--- src/rtl/monitor_report_collector.sv ---
// Report collector for a monitor automaton. Each non-zero report vector is tagged with
// the index of the symbol that triggered it and queued for the aggregation logic.
module monitor_report_collector #(
   parameter int NUM_REPORTS = 4,
   parameter int IDX_WIDTH   = 16,
   parameter int FIFO_DEPTH  = 8,
   parameter int DROP_WIDTH  = 8
) (
   input  logic                   clk,
   input  logic                   reset,
   input  logic                   run,
   input  logic [NUM_REPORTS-1:0] report_in,
   output logic                   rpt_valid,
   input  logic                   rpt_ready,
   output logic [IDX_WIDTH-1:0]   rpt_index,
   output logic [NUM_REPORTS-1:0] rpt_vector,
   output logic                   overflow,
   output logic [DROP_WIDTH-1:0]  drop_count,
   input  logic                   clear_overflow,
   output logic                   any_report
);

   localparam int AW = $clog2(FIFO_DEPTH);

   logic                   run_d;
   logic [IDX_WIDTH-1:0]   sym_idx;
   logic [IDX_WIDTH-1:0]   idx_d;
   logic [AW:0]            wr_ptr;
   logic [AW:0]            rd_ptr;
   logic [IDX_WIDTH-1:0]   idx_mem [FIFO_DEPTH];
   logic [NUM_REPORTS-1:0] vec_mem [FIFO_DEPTH];

   logic empty;
   logic full;
   logic push;
   logic pop;
   logic accept;
   logic drop;

   // A full FIFO still accepts a push when the head leaves in the same cycle.
   always_comb begin
      empty  = (wr_ptr == rd_ptr);
      full   = (wr_ptr[AW] != rd_ptr[AW]) && (wr_ptr[AW-1:0] == rd_ptr[AW-1:0]);
      push   = run_d && (report_in != '0);
      pop    = !empty && rpt_ready;
      accept = push && (!full || pop);
      drop   = push && full && !pop;
   end

   assign rpt_valid  = !empty;
   assign rpt_index  = empty ? '0 : idx_mem[rd_ptr[AW-1:0]];
   assign rpt_vector = empty ? '0 : vec_mem[rd_ptr[AW-1:0]];

   always_ff @(posedge clk) begin
      if (!reset && accept) begin
         idx_mem[wr_ptr[AW-1:0]] <= idx_d;
         vec_mem[wr_ptr[AW-1:0]] <= report_in;
      end
   end

   always_ff @(posedge clk) begin
      if (reset) begin
         run_d      <= 1'b0;
         sym_idx    <= '0;
         idx_d      <= '0;
         wr_ptr     <= '0;
         rd_ptr     <= '0;
         overflow   <= 1'b0;
         drop_count <= '0;
         any_report <= 1'b0;
      end else begin
         run_d <= run;
         idx_d <= sym_idx;
         if (run) begin
            sym_idx <= sym_idx + 1'b1;
         end
         if (accept) begin
            wr_ptr <= wr_ptr + 1'b1;
         end
         if (pop) begin
            rd_ptr <= rd_ptr + 1'b1;
         end
         if (run_d) begin
            any_report <= |report_in;
         end
         // A drop in the same cycle as a clear leaves exactly one drop recorded.
         if (drop) begin
            overflow <= 1'b1;
            if (clear_overflow) begin
               drop_count <= DROP_WIDTH'(1);
            end else if (drop_count != '1) begin
               drop_count <= drop_count + 1'b1;
            end
         end else if (clear_overflow) begin
            overflow   <= 1'b0;
            drop_count <= '0;
         end
      end
   end

endmodule

--- config.mk ---
export PLATFORM = sky130hd
export DESIGN_NAME = monitor_report_collector
export DESIGN_NICKNAME = d
export VERILOG_FILES = /design/src/rtl/monitor_report_collector.sv
export SDC_FILE = /design/constraint.sdc
export NUM_CORES = 1
export LEC_CHECK = 0
export ABC_AREA = 1
export BUFFER_PORTS_ARGS = -buffer_cell sky130_fd_sc_hd__buf_2
export CAP_MARGIN = 15
export CORE_MARGIN = 8
export CORE_UTILIZATION = 53
export CTS_BUF_LIST = sky130_fd_sc_hd__clkbuf_2
export DETAILED_ROUTE_END_ITERATION = 16
export GPL_ROUTABILITY_DRIVEN = 0
export GPL_TIMING_DRIVEN = 0
export PLACE_DENSITY = 0.8
export REMOVE_ABC_BUFFERS = 1
export SETUP_SLACK_MARGIN = 0.4
export SYNTH_ARGS = -nofsm -noshare
export SYNTH_HDL_FRONTEND = slang
export SYNTH_SLANG_ARGS = --single-unit
--- constraint.sdc ---
create_clock -name clk -period 3.6 [get_ports clk]
set_input_delay 0.36 -clock clk [delete_from_list [all_inputs] [get_ports clk]]
set_output_delay 0.36 -clock clk [all_outputs]
set_load 0.02 [all_outputs]
==> impl_metrics.ini <==
[outcome]
status = finished clean

[clock_network]
cts_tree = built
htreeDepth = 2
clkLatencyLatePin_ns = 0.77
cts-root-buf = clkbuf_2
clk_path_buf_depth = 3
cts.sinks = 214
clk_pin_slew_ns = 0.12
cts_buffers = 50

[setup_path]
crit_path_start_kind = register
cp.required_ns = 3.24
cp.arrival_ns = 2.65
crit_type = reg2out
endpoint_kind = output port
path_max_fanout = 80

[floorplanning]
core_area_sq_um = 15890
dieArea_sq_um = 20610
die_w_microns = 143.6
initial_utilization_pct = 54.28
io_pins = 40
die_y_microns = 143.6
rows = 46

[drt]
wl_microns = 18380
via_count = 5968
drc = 0
drt_pre_antenna_iters = 5
via_per_inst = 5.406
drt_iter0_markers = 395
wl_per_cell_microns = 16.65
drtAntennaViolNets = 0

[power_and_ir_drop]
leakage_nw = 3.537
total_power_mw = 4.995
ir_worst_vdd_v = 0.0002505
powerDensity_nw_per_um2 = 512.7

[synthesis]
synth_area_leaders = edfxtp_1, dfxtp_1, nor2_1
ys_types = 41
syn-cell-area_sq_um = 8623
synth_warnings = 0
seq_area_frac_synth_pct = 68.25
yosysTopAreaCell = edfxtp_1
synthCells = 766
synth_area_per_cell_sq_um = 11.26
synth_top_area_share_pct = 55.72
synth_seq_cells = 214

[placed_design]
dp_hpwl_microns = 10970
portBuffers = 39

[global_routing]
grt_usage_pct = 18.01
grt_antenna_before_repair = 0
grt_pass1_wl_microns = 28810
gr-total-overflow = 0
grt_max_degree = 81
grt_pass1_vias = 5748

[timing]
tns_ns = 0
rsz0062_at_grt = false
worst_slew_margin_rel_pct = 36.99
hold_ws_ns = 0.1363
setup_violations = 0
post-route-period-util_pct = 83.57
skew_ns = 0.03966
min_period_ns = 3.009
drv_slew = 0
hold_violations = 0
worst_slew_pin_slew_ns = 0.9438
max_freq_mhz = 332.4

[finish]
nets = 859
fin_util_pct = 61.33
layout-drive-gt1-share_pct = 22.18
n_antenna_cell = 0
areaGrowthSynthToFinish_pct = 12.99

[run]
maxCapViolCount = 0

[hold_path]
hp-class = in2reg
==> metrics by stage <==
stage	cell area (sq um)	instances	worst slack, ns
finish	9743	1104	0.5914
global route	9743	1104	0.4132
CTS	9723	1102	0.4663
detailed placement	9133	998	0.6047
global placement	8892	983	-1.404
floorplan	8427	728	0.3494
==> layout by cell type (no fill, tap or decap), types with 3 or more instances in the layout <==
cell,instances
buf_2,39
o22ai_1,20
nand4_1,4
nor2_4,6
nand3_2,3
nand2_2,6
dlygate4sd3_1,7
nor3_2,7
inv_2,10
buf_8,4
nor3_1,8
a21oi_1,28
nor2_1,158
edfxtp_1,160
buf_6,10
ha_1,4
o21ai_0,88
a31oi_1,18
clkbuf_2,81
o21ai_1,15
nand2_1,53
nand3_1,16
dfxtp_1,52
o21ai_2,9
clkinv_1,11
inv_1,35
xor2_1,6
==> where the power goes <==
group          switching [mW]  internal (mW)  total [mW]
sequential             0.0661           2.65        2.72
clock                   0.906          0.590        1.50
combinational           0.517          0.262       0.779
total                    1.49           3.51        5.00
==> worst max-delay path, stage by stage (launching register included) <==
cell and delay, ns:
dfxtp_4 0.52, inv_8 0.38, o21ai_0 0.16, o22ai_1 0.21
o21ai_1 0.09, a31oi_1 0.27, buf_2 0.22
==> timing repair <==
action | 4_1_cts | 5_1_grt
gates cloned | 1 | 0
setup buffers | 2 | 2
endpoints found under the setup margin | 20 | 7
hold buffers | 7 | 0
hold endpoints to repair | 54 | 0
resized for setup | 4 | 2
==> final timing paths <==
kind	from	to	slack, ns	cells after the start
min	reset	idx_d[8]	0.14	2
min reg2reg	sym_idx[15]	idx_d[15]	0.47	2
max	register	rpt_index[8]	0.59	6
max reg2reg	wr_ptr[2]	idx_mem[4][4]	1.06	10
==> state kept, by name (all words and copies together), names as in the netlist, 4 cells and up, named ones only <==
name,count
sym_idx,16
idx_mem,128
rd_ptr,4
drop_count,8
wr_ptr,4
idx_d,16
vec_mem,32
==> layout make-up <==
| class | count | area [sq um] |
|---|---|---|
| timing repair buffer | 65 | 528.0 |
| tap | 216 | 270.3 |
| sequential | 214 | 5893 |
| timing repair inverter | 1 | 7.507 |
| multi-input combinational | 467 | 2400 |
| clock inverter | 13 | 51.30 |
| inverter | 47 | 187.7 |
| clock buffer | 81 | 405.4 |
| fill | 1282 | 6142 |
==> routing by layer <==
metal | vias to the layer above | track usage (%) | share of wire, %
li1 | 2898 | - | -
met3 | 27 | 4.579 | 6.9
met5 | - | 0 | 0
met2 | 206 | 30.89 | 50
met1 | 2837 | 21.20 | 42
met4 | 0 | 7.416 | 1.6
==> cell families after synthesis <==
logic type / count (synthesis) / synth area share (%)
XOR/XNOR: 7 / 0.7110
buffers and inverters: 85 / 4.324
adder cells (fa/ha/maj): 4 / 0.5804
AND/OR/NAND/NOR: 270 / 13.93
AO/OA/AOI/OAI: 186 / 12.20
flip-flops: 214 / 68.25
==> cell usage after synthesis <==
master    count
nor2_4        6
inv_1        36
nand2_1      53
a31oi_2       2
nor3_1       14
nor3_4        1
xnor2_1       1
ha_1          4
dfxtp_1      54
o21ai_0      88
nand3_1      16
nand4_2       1
a21oi_1      28
o21bai_1      1
nor2_1      160
edfxtp_1    160
buf_12        1
o21ai_2       9
nor4_1        1
nand3_2       3
clkbuf_2      3
buf_2         9
nand2_2       6
o22ai_1      20
a31oi_1      18
nand2_4       2
o21a_1        2
nor3_2        1
o22a_1        1
nand3_4       1
a211oi_1      1
inv_2        11
a21oi_4       1
buf_6         2
buf_4         2
clkbuf_1     18
o21ai_1      15
and2_1        1
xor2_1        6
nand4_1       4
buf_1         3
No activity file was read; power rests on OpenSTA's default activity.
